$ cat src/rtl/updown_dir_ctrl_if.sv
// Bus between the sweep direction controller and its user: limits, enable and count in,
// direction, flip pulse, sweep count and limit error out.
interface updown_dir_ctrl_if #(
  parameter int WIDTH   = 5,
  parameter int SWEEP_W = 8
);
  logic               enable;
  logic [WIDTH-1:0]   lo_lim;
  logic [WIDTH-1:0]   hi_lim;
  logic [WIDTH-1:0]   count;
  logic               up_down;
  logic               dir_flip;
  logic [SWEEP_W-1:0] sweep_cnt;
  logic               limit_err;

  modport master (
    output enable, lo_lim, hi_lim, count,
    input  up_down, dir_flip, sweep_cnt, limit_err
  );

  modport slave (
    input  enable, lo_lim, hi_lim, count,
    output up_down, dir_flip, sweep_cnt, limit_err
  );
endinterface

$ cat src/rtl/updown_dir_ctrl.sv
// Direction controller sweeping an up/down ripple counter between lo_lim and hi_lim.
// Optional macro STEP_CHECK_EN rejects samples whose step is not 0/+1/-1 as ripple glitches.
module updown_dir_ctrl #(
  parameter int WIDTH   = 5,
  parameter int SWEEP_W = 8
) (
  input  logic               clk,
  input  logic               reset,
  updown_dir_ctrl_if.slave   bus
);

  typedef enum logic [1:0] {
    ST_IDLE = 2'd0,
    ST_UP   = 2'd1,
    ST_DOWN = 2'd2,
    ST_ERR  = 2'd3
  } state_t;

  localparam logic [WIDTH-1:0]   CNT_ONES  = '1;
  localparam logic [SWEEP_W-1:0] SWEEP_MAX = '1;

  logic [WIDTH-1:0]   r_c1;
  logic [WIDTH-1:0]   r_c2;
  logic [WIDTH-1:0]   r_cur;
  state_t             r_state;
  logic               r_up_down;
  logic               r_dir_flip;
  logic [SWEEP_W-1:0] r_sweep;

  state_t             w_state_nxt;
  logic               w_up_down_nxt;
  logic               w_dir_flip_nxt;
  logic [SWEEP_W-1:0] w_sweep_nxt;
  logic [SWEEP_W-1:0] w_sweep_inc;
  logic               w_accept;
  logic               w_wrap_up;
  logic               w_wrap_dn;
  logic               w_lim_bad;

`ifdef STEP_CHECK_EN
  // A ripple counter moves by at most one count per clock; anything else is mid-ripple.
  logic [WIDTH-1:0] w_delta;
  assign w_delta  = r_c1 - r_c2;
  assign w_accept = (w_delta == '0) || (w_delta == WIDTH'(1)) || (w_delta == CNT_ONES);
`else
  assign w_accept = 1'b1;
`endif

  assign w_wrap_up   = (r_c2 == CNT_ONES) && (r_c1 == '0);
  assign w_wrap_dn   = (r_c2 == '0) && (r_c1 == CNT_ONES);
  assign w_lim_bad   = (bus.lo_lim >= bus.hi_lim);
  assign w_sweep_inc = (r_sweep == SWEEP_MAX) ? r_sweep : r_sweep + 1'b1;

  // NOTE: every signal gets a default before the decision tree, so no path can infer a latch.
  always_comb begin
    w_state_nxt    = r_state;
    w_up_down_nxt  = r_up_down;
    w_dir_flip_nxt = 1'b0;
    w_sweep_nxt    = r_sweep;

    if (!bus.enable) begin
      w_state_nxt = ST_IDLE;
    end else if (w_lim_bad) begin
      w_state_nxt = ST_ERR;
    end else begin
      case (r_state)
        ST_IDLE: begin
          w_sweep_nxt = '0;
          if (r_cur < bus.hi_lim) begin
            w_state_nxt   = ST_UP;
            w_up_down_nxt = 1'b1;
          end else begin
            w_state_nxt   = ST_DOWN;
            w_up_down_nxt = 1'b0;
          end
        end
        ST_UP: begin
          if (w_accept && ((r_c1 >= bus.hi_lim) || w_wrap_up)) begin
            w_state_nxt    = ST_DOWN;
            w_up_down_nxt  = 1'b0;
            w_dir_flip_nxt = 1'b1;
            w_sweep_nxt    = w_sweep_inc;
          end
        end
        ST_DOWN: begin
          if (w_accept && ((r_c1 <= bus.lo_lim) || w_wrap_dn)) begin
            w_state_nxt    = ST_UP;
            w_up_down_nxt  = 1'b1;
            w_dir_flip_nxt = 1'b1;
            w_sweep_nxt    = w_sweep_inc;
          end
        end
        ST_ERR:  w_state_nxt = ST_IDLE;
        default: w_state_nxt = ST_IDLE;
      endcase
    end
  end

  // NOTE: state is updated with non-blocking assignments so every register sees pre-edge values.
  always_ff @(posedge clk or posedge reset) begin
    if (reset) begin
      r_c1       <= '0;
      r_c2       <= '0;
      r_cur      <= '0;
      r_state    <= ST_IDLE;
      r_up_down  <= 1'b1;
      r_dir_flip <= 1'b0;
      r_sweep    <= '0;
    end else begin
      r_c1       <= bus.count;
      r_c2       <= r_c1;
      if (w_accept) begin
        r_cur <= r_c1;
      end
      r_state    <= w_state_nxt;
      r_up_down  <= w_up_down_nxt;
      r_dir_flip <= w_dir_flip_nxt;
      r_sweep    <= w_sweep_nxt;
    end
  end

  assign bus.up_down   = r_up_down;
  assign bus.dir_flip  = r_dir_flip;
  assign bus.sweep_cnt = r_sweep;
  assign bus.limit_err = (r_state == ST_ERR);

endmodule

$ cat src/flat_wrapper.sv
// flat-port wrapper written by rule: the top's interface ports become plain ports
module updown_dir_ctrl_flat 
#(
  parameter int WIDTH   = 5,
  parameter int SWEEP_W = 8
)
  (clk, reset, bus_enable, bus_lo_lim, bus_hi_lim, bus_count, bus_up_down, bus_dir_flip, bus_sweep_cnt, bus_limit_err);
  updown_dir_ctrl_if #(.WIDTH(WIDTH), .SWEEP_W(SWEEP_W)) bus_i ();
  input  logic clk;
  input  logic reset;
  input wire logic [$bits(bus_i.enable)-1:0] bus_enable;
  input wire logic [$bits(bus_i.lo_lim)-1:0] bus_lo_lim;
  input wire logic [$bits(bus_i.hi_lim)-1:0] bus_hi_lim;
  input wire logic [$bits(bus_i.count)-1:0] bus_count;
  output wire logic [$bits(bus_i.up_down)-1:0] bus_up_down;
  output wire logic [$bits(bus_i.dir_flip)-1:0] bus_dir_flip;
  output wire logic [$bits(bus_i.sweep_cnt)-1:0] bus_sweep_cnt;
  output wire logic [$bits(bus_i.limit_err)-1:0] bus_limit_err;
  assign bus_i.enable = bus_enable;
  assign bus_i.lo_lim = bus_lo_lim;
  assign bus_i.hi_lim = bus_hi_lim;
  assign bus_i.count = bus_count;
  assign bus_up_down = bus_i.up_down;
  assign bus_dir_flip = bus_i.dir_flip;
  assign bus_sweep_cnt = bus_i.sweep_cnt;
  assign bus_limit_err = bus_i.limit_err;
  updown_dir_ctrl #(.WIDTH(WIDTH), .SWEEP_W(SWEEP_W)) u_core (.clk(clk), .reset(reset), .bus(bus_i));
endmodule
$ cat config.mk
export PLATFORM = sky130hd
export DESIGN_NAME = updown_dir_ctrl_flat
export DESIGN_NICKNAME = d
export VERILOG_FILES = /design/src/rtl/updown_dir_ctrl_if.sv /design/src/rtl/updown_dir_ctrl.sv /design/src/flat_wrapper.sv
export SDC_FILE = /design/constraint.sdc
export NUM_CORES = 1
export LEC_CHECK = 0
export ABC_AREA = 1
export CORE_MARGIN = 2
export CORE_UTILIZATION = 45
export CTS_CLUSTER_SIZE = 12
export DETAILED_ROUTE_END_ITERATION = 12
export PLACE_DENSITY = 0.7
export SETUP_SLACK_MARGIN = 0.2
export SLEW_MARGIN = 0
export SYNTH_ARGS = -nofsm -noshare
export SYNTH_HDL_FRONTEND = slang
export SYNTH_SLANG_ARGS = --single-unit
$ cat constraint.sdc
create_clock -name clk -period 2.95 [get_ports clk]
set_input_delay 0.7375 -clock clk [delete_from_list [all_inputs] [get_ports clk]]
set_output_delay 0.7375 -clock clk [all_outputs]
set_load 0.02 [all_outputs]
Word-level counts from Yosys, hierarchy flattened:

Cells that the tools add are included.

* output and inout bits: 11
* bits of input ports: 18
* register bits after elaboration: 22
* logic and storage cells: 51

* add/subtract/negate cells: 1
* equality and inequality tests: 10
* reduce and logical (&&, ||, !) cells: 10
* order comparisons: 4
* muxes and demuxes: 19
* bitwise logic cells: 1

Operators by type and width (count)
* $mux W8: 3
* $pmux W8 S3: 1
* $eq A5 B5 Y1 const B: 2
* $ge A5 B5 Y1: 2
* $logic_not A5 Y1: 2
* $mux W2: 5
* $add A8 B1 Y8 const B: 1
* $eq A8 B8 Y1 const B: 1
* $ne A4 B2 Y1 const B: 2
* $pmux W2 S4: 1
* $mux W1: 7
* $le A5 B5 Y1: 1
* $lt A5 B5 Y1: 1
* $reduce_and A5 Y1: 1
* $eq A2 B2 Y1 const B: 2
* $ne A2 B1 Y1 const B: 2
* $pmux W1 S3: 1
* $reduce_bool A3 Y1: 1
* $eq A2 B1 Y1 const B: 1
* $logic_and A1 B1 Y1: 2
* $logic_not A2 Y1: 1
* $logic_or A1 B1 Y1: 2
* $pmux W1 S2: 1
* $reduce_and A2 Y1: 1
* $not A1 Y1: 1

Depth between registers and ports, before layout:

Gate-level depths: netlist of the first run.

* depth after elaboration: 7
* gate-level depth with buffers: 13
* depth with buffers taken out: 13

Worst setup path before layout of the first run:

No wires, ideal clock.

* kind: input to register
* start point: input port bus_hi_lim[3]
* end point: register u_core.r_sweep[2], in the netlist u_core.bus.sweep_cnt[2]
* stages: 10
* buffers on the path: 0
* path slack: 1019 ps
* required time: 2833 ps
* setup time: 117 ps
* data arrival time: 1814 ps
* cell sequence: inv_1 > ha_1 > nand2_1 > nand2_1 > a21oi_1 > nand2_1 > nor2_1 > nand4_2 > nand2_1 > nand2_1

* word-level cells in the longest chain between the ends: 4
* elaborated cells between the ends (all ways): 6
* those cells by class: 2 x order compare; 1 x eq/ne; 1 x bitwise; 2 x reduce/logical

Ends and longest elaborated chain
* start, declared: line flat_wrapper.sv:13 `input wire logic [$bits(bus_i.hi_lim)-1:0] bus_hi_lim;`
* $ge A5 B5 Y1: line updown_dir_ctrl.sv:78 `if (w_accept && ((r_c1 >= bus.hi_lim) || w_wrap_up)) begin`
* $logic_or A1 B1 Y1: line updown_dir_ctrl.sv:78
* $ne A2 B1 Y1 (no source line)
* $reduce_and A5 Y1 (no source line) *
* end signal, assigned: line updown_dir_ctrl.sv:118 `r_sweep <= w_sweep_nxt;`
* end, declared: line updown_dir_ctrl.sv:28 `logic [SWEEP_W-1:0] r_sweep;`

Every way passes the cells marked *; elsewhere a longest branch is shown, timed or not.
A chain may end at the register's enable or synchronous reset.

Final worst setup path of the first run:

* start point: register u_core.r_state[0]
* end point: output port bus_limit_err

* word-level cells in the longest chain between the ends: 1

Ends and longest elaborated chain
* start, declared: line updown_dir_ctrl.sv:25 `state_t r_state;`
* start signal, assigned: line updown_dir_ctrl.sv:115 `r_state <= w_state_nxt;`
* $eq A2 B2 Y1: line updown_dir_ctrl.sv:125 `assign bus.limit_err = (r_state == ST_ERR);`
* end, declared: line flat_wrapper.sv:18 `output wire logic [$bits(bus_i.limit_err)-1:0] bus_limit_err;`

No other way between the ends.

==> reports/results.tsv, run 1 <==
stage	metric	value	unit
yosys	Synth Warn #	0	
drt	Vias	1400	
global_routing	initial antenna violation count	0	
drt	DR WL met2	1.43	mm
global_routing	largest net degree at the start of global routing	23	
sta	final setup TNS	0	ps
global_routing	Tot GR Track Use	17.2	%
drt	DRT met1 WL	1.47	mm
placement	Detailed Place HPWL	2.54	mm
layout	layout cell share with drive strength beyond 1	6.50	%
power_and_ir_drop	Tot Pwr	0.942	mW
sta	crit path time final	2310	ps
power_and_ir_drop	leakage power	1.04	nW
clock_network	CTS Buf Count	3	
clock_network	TritonCTS Sinks	22	
layout	fill cell count	337	
power_and_ir_drop	Worst VDD drop	0.000247	V
layout	area of the multi-input gates	913	um^2
floorplan	std cell rows	21	
power_and_ir_drop	PD cells	474	nW/um^2
layout	Antenna Cells	0	
clock_network	CTS tree	built	
floorplan	Chip Height	63.6	um
clock_network	root buffer cell	clkbuf_4	
critical_path	Buf/Inv on CP	1	
floorplan	Die W	63.6	um
layout	NumNets Final	289	
power_and_ir_drop	power share of the clock group	23.9	%
clock_network	Clock H-tree levels	1	
yosys	Yosys reg bits	22	
power_and_ir_drop	internal power	0.623	mW
placement	IO Port Bufs	28	
critical_path	delay-heaviest family, CP	buffers and inverters	
power_and_ir_drop	Comb pwr share	36.1	%
yosys	syn avg cell area	7.44	um^2
critical_path	max incr delay on CP	620	ps
global_routing	vias in the first global route	1287	
floorplan	Starting Density	47.6	%
drt	DRC violations left	0	
sta	max_slew headroom	47.6	%
critical_path	critical path type	register to output pin	
yosys	top cell type's share of synthesized area	32.8	%
job	Max-Cap Viols	0	
critical_path	Critical Path Source Type	register	
sta	skew final	2.22	ps
critical_path	critical path peak fanout	4	
drt	drt wl/cell	10.6	um
placement	routability cong.	0.788	
clock_network	clk slew on worst S/H paths	110	ps
yosys	Synth Instances	215	
yosys	post-synthesis sequential area ratio	34.5	%
yosys	Synth cell types	21	
yosys	EDFF count, synth	0	
global_routing	first-pass GRT wire length	5.49	mm
yosys	most area-hungry cell type in the Yosys netlist	dfrtp_1	
floorplan	Core ar.	3360	um^2
yosys	most common cell in the netlist	nand2_1	
layout	Register Area	552	um^2
critical_path	Worst EP required	2210	ps
power_and_ir_drop	Sw Ratio	33.9	%
sta	FMAX	0.433	GHz
critical_path	crit path DAT	1570	ps
hold_path	Hold Crit Class	register to register	
drt	Via-to-Cell Ratio	4.79	
sta	RSZ-0062 raised after global routing	no	
drt	DRT Wirelength	3.11	mm
sta	Hold Vio Cnt, Final	0	
drt	final antenna-violating net count	0	
drt	initial drt markers	46	
yosys	Synth area leaders	dfrtp_1 33%, ha_1 19%, nand2_1 16%	
global_routing	grt ovf	0	
clock_network	Clk Latency, worst-skew pair	300	ps
clock_network	CTS resizes	0	
drt	Met3 Wirelength	160	um
clock_network	Max Root-Sink Buffers	2	
yosys	Async SR Flop Fraction	100	%
clock_network	hold buffer count at cts	0	
floorplan	die area	4050	um^2
yosys	synthesized cell area	1600	um^2
clock_network	setup bufs post-CTS	0	
drt	DRT Pass-1 Iters	4	
layout	area delta synth->final	24.2	%
status	status	finished, final reports clean	
yosys	syn nets	257	
floorplan	Ports	29	
critical_path	Setup crit end kind	output pin	
yosys	commonest cells in the netlist	67 x nand2_1, 34 x inv_1, 24 x ha_1	
yosys	ys flop type	dfrtp_1	
power_and_ir_drop	switching pwr	0.319	mW
critical_path	slowest cell on the critical path	clkdlybuf4s50_1	
drt	max layer used	met4	
sta	Slew @ Worst Pin	784	ps
sta	Final Slew Violations	0	
sta	final worst-path cycle share	78.2	%
critical_path	crit path cell chain	ha_1, clkdlybuf4s50_1	
sta	final-report setup violation count	0	
power_and_ir_drop	share of power burned in registers	40.1	%
-- placed cells by master, fill, tap and decap left out, types with 2 or more instances in the layout --
cell type,synthesis,layout
o21ai_0,6,6
clkbuf_4,0,3
nand3_2,2,2
nand4_2,3,3
ha_1,24,24
nand3_1,11,11
nand4_1,5,5
clkdlybuf4s50_1,0,28
dfrtp_1,21,21
a21oi_1,12,12
nor2_1,19,19
nand2_1,67,67
inv_1,34,34
nand2_2,2,2
-- flip-flops by register name, summed over array words and instances, names as in the netlist --
signal,count
u_core.bus.sweep_cnt,8
u_core.r_c1,5
u_core.r_c2,5
u_core.r_state,2
u_core.bus.dir_flip,1
u_core.bus.up_down,1
-- power groups by stage --
| stage | sequential, mW | combinational (mW) | clock [mW] |
|---|---|---|---|
| floorplan | 0.400 | 0.204 | 0 |
| global placement | 0.382 | 0.341 | 0 |
| detailed placement | 0.382 | 0.344 | 0 |
| CTS | 0.377 | 0.344 | 0.233 |
| global route | 0.383 | 0.387 | 0.248 |
| finish | 0.377 | 0.340 | 0.225 |
-- routing by layer --
metal	track usage (%)	vias up
li1	-	748
met1	22.2	619
met2	28.9	29
met3	2.14	4
met4	7.34	0
met5	0	-
-- final cells by class --
class | count | share of cell area, %
tap | 46 | 2.90
clock buffer | 3 | 1.13
inverter | 35 | 6.61
timing repair buffer | 28 | 14.1
clock inverter | 1 | 1.51
sequential | 22 | 27.8
multi-input combinational | 157 | 46.0
-- cell families after synthesis --
family,Yosys count,synth area share (%)
buf+inv,36,8.44
simple gates,114,32.4
fa+ha+maj,24,18.8
compound gates,19,5.94
flops,22,34.5
-- metrics by stage --
step | setup slack, ps | std cells | hold WS [ps] | instance area (um^2) | util, %
finish | 642 | 292 | 430 | 1990 | 59.1
global route | 520 | 292 | 450 | 1990 | 59.1
CTS | 630 | 292 | 437 | 1990 | 59.1
detailed placement | 333 | 288 | 409 | 1930 | 57.5
global placement | 361 | 288 | 403 | 1930 | 57.5
floorplan | 1020 | 215 | 393 | 1600 | -
-- worst paths after layout --
path | from | endpoint | slack, ps | cells after the start
worst min register to register | u_core.r_c1[0]$_DFF_PP0_ | u_core.r_c2[0]$_DFF_PP0_ | 430 | 0
worst max-delay path | u_core.r_state[0]$_DFFE_PP0P_ | bus_limit_err | 640 | 2
worst min-delay path | u_core.r_c1[0]$_DFF_PP0_ | u_core.r_c2[0]$_DFF_PP0_ | 430 | 0
min in group asynchronous | reset | u_core.r_c1[2]$_DFF_PP0_ | 860 | 2
worst max register to register | u_core.r_state[0]$_DFFE_PP0P_ | u_core.bus.sweep_cnt[2]$_DFFE_PP0P_ | 1180 | 8
max in group asynchronous | reset | u_core.r_state[1]$_DFFE_PP0P_ | 1600 | 2
Note: power is estimated with default switching activity, not from simulation.
==> run 2: changes to the inputs <==
- PLACE_DENSITY: 0.7 -> 0.73
- clock period: 2.95 -> 1.9 ns (I/O delays scaled with it)
==> run 2 against run 1 <==
  * Final cell count increased by 4.8%
  * Clock power increased by 17%
  * Clock-buffer cell count increased by 1
  * Critical path depth increased by 7
  * Via count increased by 7.5%
  * Worst hold slack improved by 34 ps
  * Routed wire length increased by 14%
  * Combinational power increased by 84%
  * Clock skew increased by 13 ps
  * Sequential power increased by 56%
  * Total power increased by 57%
  * Sequential share of layout area decreased by 3.2 points
  * Highest routed layer unchanged
==> reports/results.tsv, run 2 (synthesis gave the netlist of run 1 again) <==
stage	metric	value	unit	change
layout	Register Area	556	um^2	+0.68%
sta	hold slack	464	ps	+34.0 ps
critical_path	critical path peak fanout	8		+4
hold_path	Hold Crit Class	input pin to asynchronous set/reset pin		
clock_network	hold buffer count at cts	0		unchanged
sta	final-report setup violation count	0		unchanged
layout	layout cell share with drive strength beyond 1	26.9	%	+20 points
critical_path	r2r setup slk	230	ps	-950 ps
drt	Via-to-Cell Ratio	4.92		+2.6%
drt	DRC violations left	0		unchanged
floorplan	Die W	63.6	um	unchanged
sta	final worst-path cycle share	87.8	%	
power_and_ir_drop	leakage power	1.17	nW	+12%
sta	Slew @ Worst Pin	385	ps	-400 ps
floorplan	Starting Density	47.6	%	unchanged
critical_path	critical path type	register to register		
job	Max-Cap Viols	0		unchanged
layout	most frequent cells in the layout	55 x nand2_1, 26 x inv_1, 18 x dlygate4sd2_1, 18 x dfrtp_1, 17 x ha_1		
sta	Final Slew Violations	0		unchanged
drt	Vias	1505		+7.5%
critical_path	crit path launch	u_core.r_c1[4]$_DFF_PP0_		
clock_network	root buffer cell	clkbuf_4		
critical_path	Setup crit end	u_core.bus.sweep_cnt[2]$_DFFE_PP0P_		
floorplan	std cell rows	21		unchanged
sta	crit path time final	1670	ps	
status	status	finished, final reports clean		
layout	area of the multi-input gates	1120	um^2	+22%
global_routing	Tot GR Track Use	18.9	%	+1.7 points
floorplan	Chip Height	63.6	um	unchanged
clock_network	Max Root-Sink Buffers	2		unchanged
placement	Detailed Place HPWL	2.62	mm	+3.0%
placement	placed cell areas	2010	um^2	+3.9%
critical_path	Worst Reg-to-Reg Cells	9		+1
clock_network	CTS tree	built		
clock_network	Clock H-tree levels	1		unchanged
clock_network	Clk Latency, worst-skew pair	320	ps	+20 ps
critical_path	Critical Path Source Type	register		
global_routing	vias in the first global route	1432		+11%
layout	area delta synth->final	41.0	%	
power_and_ir_drop	Worst VDD drop	0.000408	V	+65%
global_routing	first-pass GRT wire length	6.02	mm	+9.7%
layout	Design Area, Final	2260	um^2	+14%
drt	drt wl/cell	11.6	um	+8.7%
critical_path	Reg-to-Reg End	u_core.bus.sweep_cnt[2]$_DFFE_PP0P_		
critical_path	Worst EP required	2150	ps	-60 ps
global_routing	largest net degree at the start of global routing	23		unchanged
critical_path	crit path DAT	1920	ps	+350 ps
clock_network	TritonCTS Sinks	22		unchanged
sta	RSZ-0062 raised after global routing	yes		
layout	Core Util, Final	67.1	%	+8.0 points
clock_network	CTS Buf Count	3		unchanged
layout	NumNets Final	303		+4.8%
critical_path	Setup crit end kind	register		
drt	DRT Wirelength	3.54	mm	+14%
floorplan	die area	4050	um^2	unchanged
sta	FMAX	0.599	GHz	
sta	Hold Vio Cnt, Final	0		unchanged
critical_path	Reg-to-Reg Start	u_core.r_c1[4]$_DFF_PP0_		
drt	initial drt markers	23		-50%
placement	IO Port Bufs	28		unchanged
sta	skew final	15.2	ps	+12.9 ps
floorplan	Core ar.	3360	um^2	unchanged
layout	max reg flops	8		unchanged
layout	Antenna Cells	0		unchanged
drt	final antenna-violating net count	0		unchanged
drt	DRT Pass-1 Iters	4		unchanged
floorplan	Ports	29		unchanged
global_routing	initial antenna violation count	0		unchanged
global_routing	grt ovf	0		unchanged
layout	fill cell count	306		-9.2%
layout	most common cell after layout, fill and taps aside	nand2_1		
power_and_ir_drop	PD cells	656	nW/um^2	+38%
clock_network	clk slew on worst S/H paths	130	ps	+20 ps
sta	max_slew headroom	74.3	%	+27 points
placement	routability cong.	0.795		+0.85%
## run 2: area by class of cell
cell class              instances  area share [%]
multi-input cells             157            49.6
repair buffers                 42            15.9
well taps                      46            2.55
flip-flops and latches         22            24.6
inverters                      35            5.82
clock buffers                   4            1.61
## run 2: metrics by stage
stage               TNS, ps  worst slack (ps)  std cells  total power [mW]
floorplan                 0               231        215             0.938
global placement      -4440              -403        298              1.15
detailed placement    -4630              -429        298              1.15
CTS                       0              88.1        302              1.43
global route              0               125        306              1.60
finish                    0               231        306              1.48
## run 2: repair_timing
| action | CTS | global route |
|---|---|---|
| gates resized for setup | 51 | 23 |
| setup buffers | 0 | 4 |
| pin swaps | 23 | 17 |
| setup endpoints to repair | 23 | 14 |
## run 2: worst min-delay path by stage
stage | end | from | cells after the start | slack (ps)
floorplan | u_core.r_c2[0]$_DFF_PP0_ | u_core.r_c1[0]$_DFF_PP0_ | 0 | 390
global placement | u_core.r_c2[0]$_DFF_PP0_ | u_core.r_c1[0]$_DFF_PP0_ | 0 | 410
detailed placement | u_core.r_c2[0]$_DFF_PP0_ | u_core.r_c1[0]$_DFF_PP0_ | 0 | 410
CTS | u_core.r_c2[0]$_DFF_PP0_ | u_core.r_c1[0]$_DFF_PP0_ | 0 | 430
global route | u_core.r_c2[3]$_DFF_PP0_ | u_core.r_c1[3]$_DFF_PP0_ | 0 | 490
finish | u_core.bus.sweep_cnt[0]$_DFFE_PP0P_ | reset | 3 | 460
## run 2: worst max-delay path, cell delays in order, from the launching register on
cell,delay [ps]
dfrtp_2,480
ha_4,310
nand2_4,60
nor2_4,110
nand2_2,80
nand4_4,140
nand2_2,80
nor2_4,210
nand2_1,90
nand2_1,60
## run 2: per-layer routing
layer	wire, um	part of all wire (%)	up-vias	GRT usage [%]
met2	1730	49	28	31.8
met4	72	2.0	0	8.70
met1	1610	45	692	23.8
li1	-	-	776	-
met5	0	0	-	0
met3	131	3.7	9	2.86
## run 2: power breakdown
group	leakage (nW)	switching [mW]	internal, mW	total, mW
Clock	0.0210	0.146	0.117	0.263
Combinational	0.873	0.360	0.267	0.627
Sequential	0.273	0.0631	0.527	0.590
